===== src/rtl/wvb_pkg.sv =====
// rtl/wvb_pkg.sv - shared header field offsets, reader FSM states and output FIFO depth
package wvb_pkg;

    localparam int RD_FIFO_DEPTH = 4;
    localparam int HDR_STOP_LSB  = 0;

    // Start address sits directly above the stop address in the header word.
    function automatic int hdr_start_lsb(input int adr_width);
        return adr_width;
    endfunction

    typedef enum logic [2:0] {
        ST_IDLE   = 3'd0,
        ST_POP    = 3'd1,
        ST_LATCH  = 3'd2,
        ST_STREAM = 3'd3,
        ST_DRAIN  = 3'd4
    } wvb_rd_state_e;

endpackage


===== src/rtl/wvb_rd_fifo.sv =====
// rtl/wvb_rd_fifo.sv - small show-ahead FIFO carrying {sop, eop, data} with occupancy count
module wvb_rd_fifo
    import wvb_pkg::*;
#(
    parameter int P_WIDTH = 24
) (
    input  logic                                   clk,
    input  logic                                   rst,
    input  logic                                   push,
    input  logic [P_WIDTH-1:0]                     push_data,
    input  logic                                   pop,
    output logic [P_WIDTH-1:0]                     pop_data,
    output logic [$clog2(RD_FIFO_DEPTH+1)-1:0]     count,
    output logic                                   empty
);
    localparam int AW = $clog2(RD_FIFO_DEPTH);
    localparam int CW = $clog2(RD_FIFO_DEPTH+1);

    logic [P_WIDTH-1:0] mem_q [RD_FIFO_DEPTH];
    logic [P_WIDTH-1:0] mem_d [RD_FIFO_DEPTH];
    logic [AW-1:0]      wr_ptr_q, wr_ptr_d, rd_ptr_q, rd_ptr_d;
    logic [CW-1:0]      count_q, count_d;
    logic               push_ok, pop_ok;

    assign push_ok  = push && (count_q != CW'(RD_FIFO_DEPTH));
    assign pop_ok   = pop && (count_q != '0);
    assign pop_data = mem_q[rd_ptr_q];
    assign count    = count_q;
    assign empty    = (count_q == '0);

    always_comb begin
        mem_d    = mem_q;
        wr_ptr_d = wr_ptr_q;
        rd_ptr_d = rd_ptr_q;
        if (push_ok) begin
            mem_d[wr_ptr_q] = push_data;
            wr_ptr_d        = wr_ptr_q + AW'(1);
        end
        if (pop_ok) begin
            rd_ptr_d = rd_ptr_q + AW'(1);
        end
        count_d = count_q + CW'(push_ok) - CW'(pop_ok);
    end

    always_ff @(posedge clk) begin
        if (rst) begin
            for (int i = 0; i < RD_FIFO_DEPTH; i++) mem_q[i] <= '0;
            wr_ptr_q <= '0;
            rd_ptr_q <= '0;
            count_q  <= '0;
        end else begin
            mem_q    <= mem_d;
            wr_ptr_q <= wr_ptr_d;
            rd_ptr_q <= rd_ptr_d;
            count_q  <= count_d;
        end
    end

endmodule


===== src/rtl/wvb_reader.sv =====
// rtl/wvb_reader.sv - waveform buffer readout FSM; optional eoe check under WVB_RD_EOE_CHECK_EN
module wvb_reader
    import wvb_pkg::*;
#(
    parameter int P_DATA_WIDTH = 22,
    parameter int P_ADR_WIDTH  = 12,
    parameter int P_HDR_WIDTH  = 80
) (
    input  logic                    clk,
    input  logic                    rst,
    input  logic                    en,
    input  logic [P_HDR_WIDTH-1:0]  hdr_data,
    input  logic                    hdr_empty,
    output logic                    hdr_rdreq,
    output logic [P_ADR_WIDTH-1:0]  wvb_rd_addr,
    input  logic [P_DATA_WIDTH-1:0] wvb_data,
    output logic [P_DATA_WIDTH-1:0] out_data,
    output logic [P_HDR_WIDTH-1:0]  out_hdr,
    output logic                    out_valid,
    output logic                    out_sop,
    output logic                    out_eop,
    input  logic                    out_ready,
    output logic                    busy,
    output logic                    eoe_err
);
    localparam int AW = P_ADR_WIDTH;
    localparam int FW = P_DATA_WIDTH + 2;
    localparam int CW = $clog2(RD_FIFO_DEPTH+1);

    wvb_rd_state_e    state_q, state_d;
    logic             hdr_rdreq_q, hdr_rdreq_d;
    logic [AW-1:0]    addr_q, addr_d;
    logic [AW:0]      remaining_q, remaining_d;
    logic             first_q, first_d;
    logic [P_HDR_WIDTH-1:0] hdr_q, hdr_d;
    logic             in_flight_q, in_flight_d;
    logic             fl_sop_q, fl_sop_d, fl_eop_q, fl_eop_d;

    logic [AW-1:0]    start_addr, stop_addr, span;
    logic [AW:0]      n_words;
    logic [CW:0]      credit_used;
    logic             issue;
    logic [CW-1:0]    fifo_count;
    logic             fifo_empty, fifo_pop;
    logic [FW-1:0]    fifo_dout;

    assign stop_addr  = hdr_data[HDR_STOP_LSB +: AW];
    assign start_addr = hdr_data[hdr_start_lsb(AW) +: AW];
    assign span       = stop_addr - start_addr;
    assign n_words    = {1'b0, span} + (AW+1)'(1);

    // Reads in flight count against FIFO space so a returning word always has a slot.
    assign credit_used = {1'b0, fifo_count} + (CW+1)'(in_flight_q);
    assign issue = (state_q == ST_STREAM) && (remaining_q != '0)
                && (credit_used < (CW+1)'(RD_FIFO_DEPTH));

    always_comb begin
        state_d     = state_q;
        hdr_rdreq_d = 1'b0;
        addr_d      = addr_q;
        remaining_d = remaining_q;
        first_d     = first_q;
        hdr_d       = hdr_q;
        in_flight_d = issue;
        fl_sop_d    = issue && first_q;
        fl_eop_d    = issue && (remaining_q == (AW+1)'(1));
        case (state_q)
            ST_IDLE: begin
                if (en && !hdr_empty) begin
                    state_d     = ST_POP;
                    hdr_rdreq_d = 1'b1;
                end
            end
            ST_POP: state_d = ST_LATCH;
            ST_LATCH: begin
                hdr_d       = hdr_data;
                addr_d      = start_addr;
                remaining_d = n_words;
                first_d     = 1'b1;
                state_d     = ST_STREAM;
            end
            ST_STREAM: begin
                if (issue) begin
                    addr_d      = addr_q + AW'(1);
                    remaining_d = remaining_q - (AW+1)'(1);
                    first_d     = 1'b0;
                    if (remaining_q == (AW+1)'(1)) state_d = ST_DRAIN;
                end
            end
            ST_DRAIN: begin
                // Leave as the last beat transfers so IDLE follows it by one cycle.
                if (!in_flight_q && ((fifo_count == '0) ||
                    ((fifo_count == CW'(1)) && fifo_pop))) begin
                    state_d = ST_IDLE;
                end
            end
            default: state_d = ST_IDLE;
        endcase
    end

    always_ff @(posedge clk) begin
        if (rst) begin
            state_q     <= ST_IDLE;
            hdr_rdreq_q <= 1'b0;
            addr_q      <= '0;
            remaining_q <= '0;
            first_q     <= 1'b0;
            hdr_q       <= '0;
            in_flight_q <= 1'b0;
            fl_sop_q    <= 1'b0;
            fl_eop_q    <= 1'b0;
        end else begin
            state_q     <= state_d;
            hdr_rdreq_q <= hdr_rdreq_d;
            addr_q      <= addr_d;
            remaining_q <= remaining_d;
            first_q     <= first_d;
            hdr_q       <= hdr_d;
            in_flight_q <= in_flight_d;
            fl_sop_q    <= fl_sop_d;
            fl_eop_q    <= fl_eop_d;
        end
    end

    wvb_rd_fifo #(.P_WIDTH(FW)) u_fifo (
        .clk       (clk),
        .rst       (rst),
        .push      (in_flight_q),
        .push_data ({fl_sop_q, fl_eop_q, wvb_data}),
        .pop       (fifo_pop),
        .pop_data  (fifo_dout),
        .count     (fifo_count),
        .empty     (fifo_empty)
    );

    assign out_valid   = !fifo_empty;
    assign fifo_pop    = out_valid && out_ready;
    assign out_data    = fifo_dout[P_DATA_WIDTH-1:0];
    assign out_sop     = out_valid && fifo_dout[FW-1];
    assign out_eop     = out_valid && fifo_dout[FW-2];
    assign out_hdr     = hdr_q;
    assign hdr_rdreq   = hdr_rdreq_q;
    assign wvb_rd_addr = addr_q;
    assign busy        = (state_q != ST_IDLE);

`ifdef WVB_RD_EOE_CHECK_EN
    logic eoe_err_q, eoe_err_d;

    always_comb begin
        eoe_err_d = eoe_err_q;
        if (fifo_pop && (out_data[0] != out_eop)) eoe_err_d = 1'b1;
    end

    always_ff @(posedge clk) begin
        if (rst) eoe_err_q <= 1'b0;
        else     eoe_err_q <= eoe_err_d;
    end

    assign eoe_err = eoe_err_q;
`else
    assign eoe_err = 1'b0;
`endif

endmodule

===== config.mk =====
export PLATFORM = sky130hd
export DESIGN_NAME = wvb_reader
export DESIGN_NICKNAME = d
export VERILOG_FILES = /design/src/rtl/wvb_pkg.sv /design/src/rtl/wvb_rd_fifo.sv /design/src/rtl/wvb_reader.sv
export SDC_FILE = /design/constraint.sdc
export NUM_CORES = 1
export LEC_CHECK = 0
export ABC_AREA = 1
export BUFFER_PORTS_ARGS = -buffer_cell sky130_fd_sc_hd__buf_2
export CAP_MARGIN = 20
export CORE_MARGIN = 1
export CORE_UTILIZATION = 56
export CTS_BUF_LIST = sky130_fd_sc_hd__clkbuf_2 sky130_fd_sc_hd__clkbuf_4 sky130_fd_sc_hd__clkbuf_8
export DETAILED_ROUTE_END_ITERATION = 8
export GPL_TIMING_DRIVEN = 0
export PLACE_DENSITY = 0.92
export SKIP_LAST_GASP = 1
export SYNTH_ARGS = -nofsm -noshare
export SYNTH_HDL_FRONTEND = slang
export SYNTH_SLANG_ARGS = --single-unit

===== constraint.sdc =====
create_clock -name clk -period 2.3 [get_ports clk]
set_input_delay 0.115 -clock clk [delete_from_list [all_inputs] [get_ports clk]]
set_output_delay 0.115 -clock clk [all_outputs]
set_load 0.02 [all_outputs]

==> impl_results.md, run 1 <==
- Clk Latency, worst-skew pair: about 0.54 ns
- EDFF count, synth: 0
- Site Rows: 48
- Synth Flop Type: dfxtp_1
- Crit. End Element: register
- Fin nets: between 1500 and 2000
- Post-synth cell types: 43
- Clock transition at path regs: 0.06 ns
- Largest net degree at the start of global routing: 11
- Status: complete, no violations
- CTS Buffer Depth: 3
- Detailed-placement wirelength estimate: roughly 22000 µm
- Die Wd: 136.1 µm
- Cell count after synthesis: ~1400
- Post-synth top area share: 0.4292
- Clock sink count: between 200 and 250
- Avg WL per Cell: between 15 and 20 µm
- Lkg Pwr: between 5 and 6 nW
- Top-Level Pins: around 230
- Gr usage total: 0.3975
- Vias per cell: 6.047
- FF+latch count, synth: approximately 220
- Starting Density: 0.5784
- Max frequency: around 440 MHz
- Hold WC Path Type: in -> reg
- Final setup viols: 0
- CTS tree: done
- Drt pass-1 iters: 8
- Worst reg2reg path startpoint: u_fifo.count[1]
- Layout cells sized above 1: 0.1927
- Post-DRT Antenna Nets: 0
- Worst hold stages: 4
- Cell Area, Synth: about 0.010 mm²
- WP data required: between 2 and 3 ns
- Ys async rst share: 0
- Avg Cell Area, Syn: slightly above 7 µm²
- Skew final: between 0.02 and 0.025 ns
- Root Buffer: clkbuf_8
- Fin. max-slew vios: 0
- Final worst slack: between 0.03 and 0.04 ns
- Count leader, synth: nor2_1
- Cell area power density: between 1000 and 1500 mW/mm²
- First-pass GRT wire length: a little under 60000 µm
- Synth warn: 0
- Initial DRC Count: between 1500 and 2000
- Gr ovfl total: 0
- Kind of critical path: in -> reg
- Synth area leaders: dfxtp_1 43%, nor2_1 8.7%, o21ai_0 8.5%
- RR Endpoint: u_fifo.count[2]
- Syn_nets: 1553
- Yosys top cell by area: dfxtp_1
- Die ar.: 0.01853 mm²
- Hold endpoint: remaining_q[0]
- CTS Buf Count: 37
- FF-to-FF path depth: 9
- MaxCap Viol Count: 0
- Least-Margin Pin Slew: 0.7469 ns
- IO buf count: ~220
- CP Data Arrival Time: roughly 2.7 ns
- # H-tree levels: 2
- Flop-to-flop setup slack: ~0.07 ns
- Relative slew slack: 0.5021
- Area grow syn2layout: 32.23%
- Setup crit start kind: primary input
- Remaining DRCs: 0
- Core footprint: roughly 0.017 mm²
- Seq/Total Area, Yosys: 0.4292
- Vias in the first global route: 11463
- Final hold violation count: 0
- Max FO, Critical Path: 4
- Final wirelength: 37710 µm
- Final setup TNS: 0 ns
- Worst hold start: hdr_data[12]
- RSZ-0062 raised after global routing: true
- VDD IR max: between 0.6 and 0.7 mV
- Die H: about 140 µm
- Placer Congestion: between 0.9 and 1
- DR vias: approximately 12000
- Top post-synthesis cells by count: 233 x nor2_1, 216 x dfxtp_1, 201 x nand2_1
- Post-route minimum period: roughly 2.3 ns
- Post-place setup slack: -0.1931 ns
- Tcrit/Tclk final: 0.9830
- Initial antenna violation count: 3
worst max-delay path by stage:
stage                    startpoint               to  slack, ns  cells after the start
finish                  hdr_data[1]   remaining_q[8]       0.04                     13
global route           hdr_data[14]   remaining_q[9]      -0.07                     17
CTS                 u_fifo.count[1]  u_fifo.count[2]      -0.06                      9
detailed placement  u_fifo.count[1]  u_fifo.count[2]      -0.19                      9
global placement    u_fifo.count[1]  u_fifo.count[2]      -0.16                      9
floorplan           u_fifo.count[1]  u_fifo.count[2]       0.21                      9
layer usage:
metal	track usage	up-vias	share of wire	wire (µm)
met2	0.6249	1041	0.45	17090
met4	0.2685	0	0.074	2799
met5	0	-	0	0
met1	0.4716	5522	0.36	13580
met3	0.1100	288	0.11	4241
li1	-	5479	-	-
logic make-up after synthesis:
group | Yosys count | synth area share
AOI/OAI and AO/OA | 365 | 0.1911
xor gates and xnor gates | 10 | 0.009440
adders and majority gates | 24 | 0.03130
buffers and inverters | 191 | 0.07365
DFF | 216 | 0.4292
other | 1 | 0.0003722
and+or+nand+nor | 615 | 0.2649
what timing repair did:
item | in CTS | in global routing
gates resized for setup | 3 | 24
pin swaps | 0 | 5
buffers inserted | 0 | 2
endpoints found under the setup margin | 12 | 25
hold buffers | 105 | 0
endpoints found under the hold margin | 176 | 0
area by class of cell:
cell class                 count  area (µm²)
antenna                        3       7.507
buffer                        92       385.4
clock buffer                  55       700.7
clock inverter                 4       23.77
fill                        1114        4095
inverter                      99       371.6
multi-input combinational   1015        5042
sequential                   216        4324
tap                          225       281.5
timing repair buffer         330        2185
report_power, final:
group	internal, mW	switching (mW)
logic	1.83	3.89
registers	4.41	0.510
clock network	1.93	1.58
cell usage in the layout (no fill, tap or decap), types with 65 or more instances in the layout:
| cell type | count |
|---|---|
| clkbuf_1 | 65 |
| nor2_1 | 232 |
| buf_2 | 228 |
| inv_1 | 92 |
| nand3_1 | 124 |
| dlygate4sd3_1 | 104 |
| a21oi_1 | 142 |
| nand2_1 | 201 |
| o21ai_0 | 171 |
| dfxtp_1 | 216 |
sequential cells by signal, indices dropped and copies added (netlist names):
register	flops
u_fifo.mem_q	96
out_hdr	80
remaining_q	13
wvb_rd_addr	12
state_q	3
u_fifo.count	3
u_fifo.rd_ptr_q	2
u_fifo.wr_ptr_q	2
first_q	1
fl_eop_q	1
fl_sop_q	1
hdr_rdreq	1
in_flight_q	1
critical path, stage by stage:
cell           delay (ns)
dlygate4sd3_1        0.54
buf_2                0.17
fa_2                 0.64
ha_4                 0.17
inv_1                0.07
nor2_4               0.13
nand3_4              0.11
nor2_4               0.15
nand3_2              0.11
nor2_4               0.15
or2_1                0.11
nand3_1              0.13
a21oi_2              0.14
per-stage QoR:
step	utilization	hold slack, ns	instances	instance area (µm²)	power (mW)
3_3_place_gp	0.6590	0.2983	1871	11480	9.929
5_1_grt	0.7647	0.1308	2038	13320	14.78
3_5_place_dp	0.6590	0.3071	1871	11480	10.10
4_1_cts	0.7611	0.07529	2035	13260	13.69
6_report	0.7649	0.09431	2039	13320	14.15
2_1_floorplan	-	0.1937	1422	10070	8.436
(Power assumes the default switching activity.)
==> inputs of run 2 (changes only) <==
BUFFER_PORTS_ARGS = -buffer_cell sky130_fd_sc_hd__clkbuf_2   (was -buffer_cell sky130_fd_sc_hd__buf_2)
==> impl_results.md, run 2 (same netlist as run 1, synthesis figures left out) <==
- Worst hold stages: 6
- DR vias: 12379
- Status: complete, no violations
- Most frequent CP cell: inv_1
- CTS Buf Count: 37
- GRT busiest layer: met2
- Placer Congestion: between 0.9 and 1
- Relative slew slack: 0.5210
- MaxCap Viol Count: 0
- Final wirelength: between 30000 and 40000 µm
- RSZ-0062 raised after global routing: true
- FF-to-FF path depth: 9
- Register Area: between 0.004 and 0.005 mm²
- Setup crit start kind: register
- Post-route minimum period: 2.278 ns
- Post-place setup slack: -0.2730 ns
- Most frequent cells in the layout: 233 x nor2_1, 230 x clkbuf_2, 216 x dfxtp_1, 201 x nand2_1, 171 x o21ai_0
- Final Cell Area: ~0.013 mm²
- Worst Hold Slack: between 0.2 and 0.25 ns
- Cell area power density: about 1100 mW/mm²
- Drt pass-1 iters: 8
- Total design power: 14.26 mW
- Source of the critical timing path: u_fifo.count[1]
- Worst reg2reg path startpoint: u_fifo.count[1]
- RR Endpoint: u_fifo.count[2]
- Tcrit/Tclk final: 0.9905
- Vias in the first global route: about 12000
- Remaining DRCs: 0
- Met1 Usage GRT: 0.4536
- Gr ovfl total: 0
- Crit-path cells: inv_1 -> a31oi_1 -> clkbuf_2 -> buf_2 -> ha_1 -> inv_1 -> fa_1 -> xnor2_1 -> nor2_1
- Site Rows: 48
- First-pass GRT wire length: 57040 µm
- Final worst slack: around 0.022 ns
- Max reg flops: 96
- CP endpoint: u_fifo.count[2]
- Max FO, Critical Path: 10
- Hold WC Path Type: in -> reg
- Part of the power in the clock network: 0.254
- Kind of critical path: reg -> reg
- Die H: 136.1 µm
- Final setup viols: 0
- CTS tree: done
- Switching part of the total: 0.4230
- Gr usage total: 0.3893
- Clock transition at path regs: around 0.06 ns
- Most common cell after layout, fill and taps aside: nor2_1
- Met3 usage: 0.08389
- Slowest cell on crit path: dfxtp_1
- Clock sink count: 216
- Avg WL per Cell: about 18 µm
- WP data required: about 2.7 ns
- Skew final: around 0.027 ns
- Layout cells sized above 1: 0.1956
- Multi-input logic area: between 0.005 and 0.006 mm²
- Placed inst area: between 0.01 and 0.015 mm²
- Top-Level Pins: 227
- Starting Density: 0.5784
- Core footprint: 0.01742 mm²
- Flop-to-flop setup slack: 0.02 ns
- Lkg Pwr: approximately 5.7 nW
- Met2 Track Usage GR: 0.6458
- Die Wd: around 140 µm
- Logic gate share of total power: 0.399
- Initial antenna violation count: 1
- Die ar.: about 0.019 mm²
- Area grow syn2layout: 32.44%
- Max frequency: 439.0 MHz
- VDD IR max: between 0.8 and 0.9 mV
- Crit. End Element: register
- Register share of total power: 0.347
- Fill cells: ~1100
- Initial DRC Count: 1803
- Post-DRT Antenna Nets: 0
- CP Data Arrival Time: 2.67 ns
- Vias per cell: slightly above 6
- Detailed-placement wirelength estimate: 22530 µm
- IO buf count: between 200 and 250
- CTS Buffer Depth: 3
- Largest net degree at the start of global routing: 11
- Clk Latency, worst-skew pair: around 0.55 ns
- Root Buffer: clkbuf_8
- Biggest register: u_fifo.mem_q
- Fin. max-slew vios: 0
- Final hold violation count: 0
- Fin nets: a little under 2000
- P_int: around 8.2 mW
- Least-Margin Pin Slew: between 0.7 and 0.8 ns
- Switching power: approximately 6.0 mW
- # H-tree levels: 2
- Slowest stage delay, CP: approximately 0.42 ns
- Final setup TNS: 0 ns
## run 2: area by class of cell
| class | instances | area share |
|---|---|---|
| Antenna cell | 1 | 0.0001875 |
| Buffer | 92 | 0.02851 |
| Clock buffer | 58 | 0.05420 |
| Clock inverter | 5 | 0.002626 |
| Inverter | 99 | 0.02785 |
| Multi-Input combinational cell | 1015 | 0.3779 |
| Sequential cell | 216 | 0.3241 |
| Tap cell | 225 | 0.02110 |
| Timing Repair Buffer | 330 | 0.1635 |
## run 2: worst min-delay path by stage
stage | startpoint | end | slack [ns]
2_1_floorplan | hdr_empty | hdr_rdreq | 0.19
3_3_place_gp | hdr_empty | hdr_rdreq | 0.30
3_5_place_dp | hdr_empty | hdr_rdreq | 0.31
4_1_cts | hdr_data[12] | remaining_q[0] | 0.08
5_1_grt | hdr_data[12] | remaining_q[0] | 0.20
6_report | en | state_q[2] | 0.20
## run 2: critical path: cells and delay by family, from the launching register on
family	cells	cell delay, ns
buf+inv	4	0.68
fa+ha+maj	2	0.59
xor+xnor	1	0.16
flops	1	0.42
compound gates	1	0.23
simple gates	1	0.05
## run 2: metrics by stage
stage | std cells | util
finish | 2041 | 0.7661
global route | 2041 | 0.7661
CTS | 2039 | 0.7631
detailed placement | 1871 | 0.6590
global placement | 1871 | 0.6590
floorplan | 1422 | -
## run 2: repair_timing
| action | 4_1_cts | 5_1_grt |
|---|---|---|
| hold buffers | 105 | 0 |
| buffers inserted | 0 | 2 |
| hold endpoints to repair | 176 | 0 |
| gates resized for setup | 4 | 20 |
| setup endpoints to repair | 12 | 23 |
| pin swaps | 0 | 9 |
## run 2: power by group through the flow
stage               clock, mW  combinational (mW)  sequential [mW]
CTS                      3.56                5.37             4.87
floorplan                   0                2.97             5.47
global route             3.75                6.16             5.00
finish                   3.62                5.69             4.94
global placement            0                5.03             4.90
detailed placement          0                5.17             4.94
## run 2: per-layer routing
layer  share of wire  routed length, µm
met1            0.36              13420
met2            0.47              17310
met3            0.11               3959
met5               0                  0
met4           0.064               2372
==> inputs of run 3 (changes only) <==
ABC_AREA = default   (was 1)
CORE_UTILIZATION = 30   (was 56)
PLACE_DENSITY = 0.6   (was 0.92)
==> impl_results.md, run 3 <==
- Synth warn: 0
- Max reg flops: between 90 and 100
- Remaining DRCs: 0
- Placer Congestion: 0.8430
- Post-synth top area share: 0.4433
- Layout cells sized above 1: 0.2377
- Crit-path cells: buf_4 -> mux4_2 -> clkbuf_2
- Fin. max-slew vios: 0
- Tcrit/Tclk final: 0.9558
- Synth Flop Type: dfxtp_1
- Gr usage total: 0.1991
- Largest family of logic cells by synthesized area: simple AND/OR/NAND/NOR gates
- Most common cell after layout, fill and taps aside: nand2_1
- Count leader, synth: nand2_1
- Avg Cell Area, Syn: a little over 8 µm²
- RSZ-0062 raised after global routing: true
- Avg WL per Cell: 16.36 µm
- Slowest cell on crit path: mux4_2
- IO buf count: approximately 220
- P_int: 6.964 mW
- Post-synth cell types: slightly below 80
- Relative slew slack: 0.4511
- Clock sink count: roughly 220
- Switching power: roughly 3.3 mW
- Core footprint: 0.03180 mm²
- Site Rows: 65
- Met1 Usage GRT: 0.2449
- Crit. End Element: output port
- Cell Area, Synth: 0.009754 mm²
- Kind of critical path: reg -> out
- First-pass GRT wire length: 52550 µm
- Final hold violation count: 0
- Setup crit start kind: register
- Final setup viols: 0
- Clk Latency, worst-skew pair: ~0.54 ns
- Max FO, Critical Path: 10
- Vias in the first global route: a little under 10000
- Synth area leaders: dfxtp_1 44%, nand2_1 15%, a21oi_1 10%
- CTS tree: done
- Clock transition at path regs: about 0.06 ns
- Most frequent cells in the layout: 397 x nand2_1, 235 x clkbuf_2, 214 x dfxtp_1, 202 x a21oi_1, 107 x dlygate4sd3_1
- CTS Buffer Depth: 3
- Worst Hold Slack: around 0.022 ns
- Cell count after synthesis: around 1200
- CTS Buf Count: 39
- Root Buffer: clkbuf_8
- Post-place setup slack: -0.4965 ns
- Vias per cell: around 5
- # H-tree levels: 2
- Synth Area in Adders: 0.03232
- Final Util: 0.4221
- Xor/xnor share of the synthesized area: 0.01257
- Post-DRT Antenna Nets: 0
- Skew final: between 0.01 and 0.015 ns
- Layout Cells excl Fill: between 2000 and 2500
- CP Data Arrival Time: 2.08 ns
- Top post-synthesis cells by count: 398 x nand2_1, 216 x dfxtp_1, 203 x a21oi_1
- Top-Level Pins: between 200 and 250
- Register share of total power: 0.406
- Lkg Pwr: approximately 5.3 nW
- Final wirelength: ~34000 µm
- Met3 usage: 0.05109
- Post-route minimum period: around 2.2 ns
- Ys async rst share: 0
- FF+latch count, synth: ~220
- Yosys top cell by area: dfxtp_1
- Max frequency: roughly 450 MHz
- Fin nets: 1714
- VDD IR max: roughly 0.5 mV
- Status: complete, no violations
- Final setup TNS: 0 ns
- Logic gate share of total power: 0.233
- DR vias: between 9000 and 10000
- Die ar.: around 0.033 mm²
- Die H: about 180 µm
- Syn_nets: about 1300
- Initial antenna violation count: 2
- Final worst slack: between 0.1 and 0.15 ns
- Cell Count Post-Placement: approximately 1900
- Switching part of the total: 0.3213
- Slowest stage delay, CP: roughly 0.57 ns
- Post-synthesis compound-gate area fraction: 0.1845
- Cell area power density: 764.5 mW/mm²
- EDFF count, synth: 0
- Starting Density: 0.3067
- Biggest register: u_fifo.mem_q
- Largest net degree at the start of global routing: 11
- WP data required: between 2 and 2.5 ns
- Met2 Track Usage GR: 0.3385
- Hold WC Path Type: in -> reg
- Seq/Total Area, Yosys: 0.4433
- Area grow syn2layout: 37.60%
- Detailed-placement wirelength estimate: 22870 µm
- Drt pass-1 iters: 5
- GRT busiest layer: met2
- Least-Margin Pin Slew: 0.8233 ns
- Mux cell area share after synthesis: 0.05644
- Gr ovfl total: 0
- Die Wd: roughly 180 µm
- MaxCap Viol Count: 0
- Initial DRC Count: ~620
- Simple-Gate Fraction of Synth Area: 0.2270
- Part of the power in the clock network: 0.361
## run 3: cell count changes in the layout (fill, tap and decap cells not counted), moves of 24 or more
cell     change
nor2_1     -192
mux4_2      +24
inv_1       -66
o21ai_0    -151
nand3_1    -109
nand2_1    +196
a21oi_1     +60
## run 3: layer usage
layer	part of all wire	wire length (µm)
met1	0.43	14340
met2	0.47	15920
met3	0.074	2487
met4	0.023	769
met5	0	0
## run 3: final timing paths
kind                                          from                  to  slack [ns]  cells past startpoint
worst max register to register     u_fifo.count[1]     u_fifo.count[2]        0.11                      9
worst max-delay path            u_fifo.rd_ptr_q[0]         out_data[2]        0.10                      3
worst min register to register         out_hdr[46]         out_hdr[46]        0.45                      2
worst min-delay path                     out_ready  u_fifo.rd_ptr_q[0]        0.02                      4
## run 3: stage by stage
| stage | power [mW] | instance area [µm²] |
|---|---|---|
| global route | 10.76 | 13420 |
| finish | 10.26 | 13420 |
| detailed placement | 6.362 | 11420 |
| global placement | 6.317 | 11420 |
| CTS | 10.26 | 13340 |
| floorplan | 5.631 | 9758 |
## run 3: repair_timing
action | CTS | global route
cloned | 0 | 0
gates resized for setup | 28 | 21
buffers inserted | 1 | 1
pin swaps | 1 | 4
hold buffers | 107 | 0
hold endpoints to repair | 174 | 0
endpoints found under the setup margin | 113 | 33
## run 3: final cells by class
type	instances	area, µm²
Multi-Input combinational cell	886	5092
Clock buffer	58	729.5
Tap cell	435	544.3
Sequential cell	216	4327
Buffer	82	355.3
Timing Repair Buffer	333	2207
Fill cell	3187	18380
Antenna cell	2	5.005
Inverter	25	93.84
Clock inverter	11	67.56
## run 3: power by group through the flow
stage	Combinational (mW)	Sequential [mW]	Clock (mW)
floorplan	1.32	4.31	0
global placement	2.13	4.18	0
detailed placement	2.17	4.19	0
CTS	2.32	4.16	3.78
global route	2.61	4.20	3.96
finish	2.39	4.17	3.71
## run 3: kinds of logic after synthesis
group,after synthesis
other,1
muxes,25
AOI/OAI and AO/OA,298
xor gates and xnor gates,14
and+or+nand+nor,524
DFF,216
buffers and inverters,108
adders and majority gates,24
## run 3: worst max-delay path, delay by kind of cell (launching register included)
| kind | cells | cell delay (ns) |
|---|---|---|
| DFF | 1 | 0.50 |
| muxes | 1 | 0.57 |
| buffers and inverters | 2 | 0.49 |
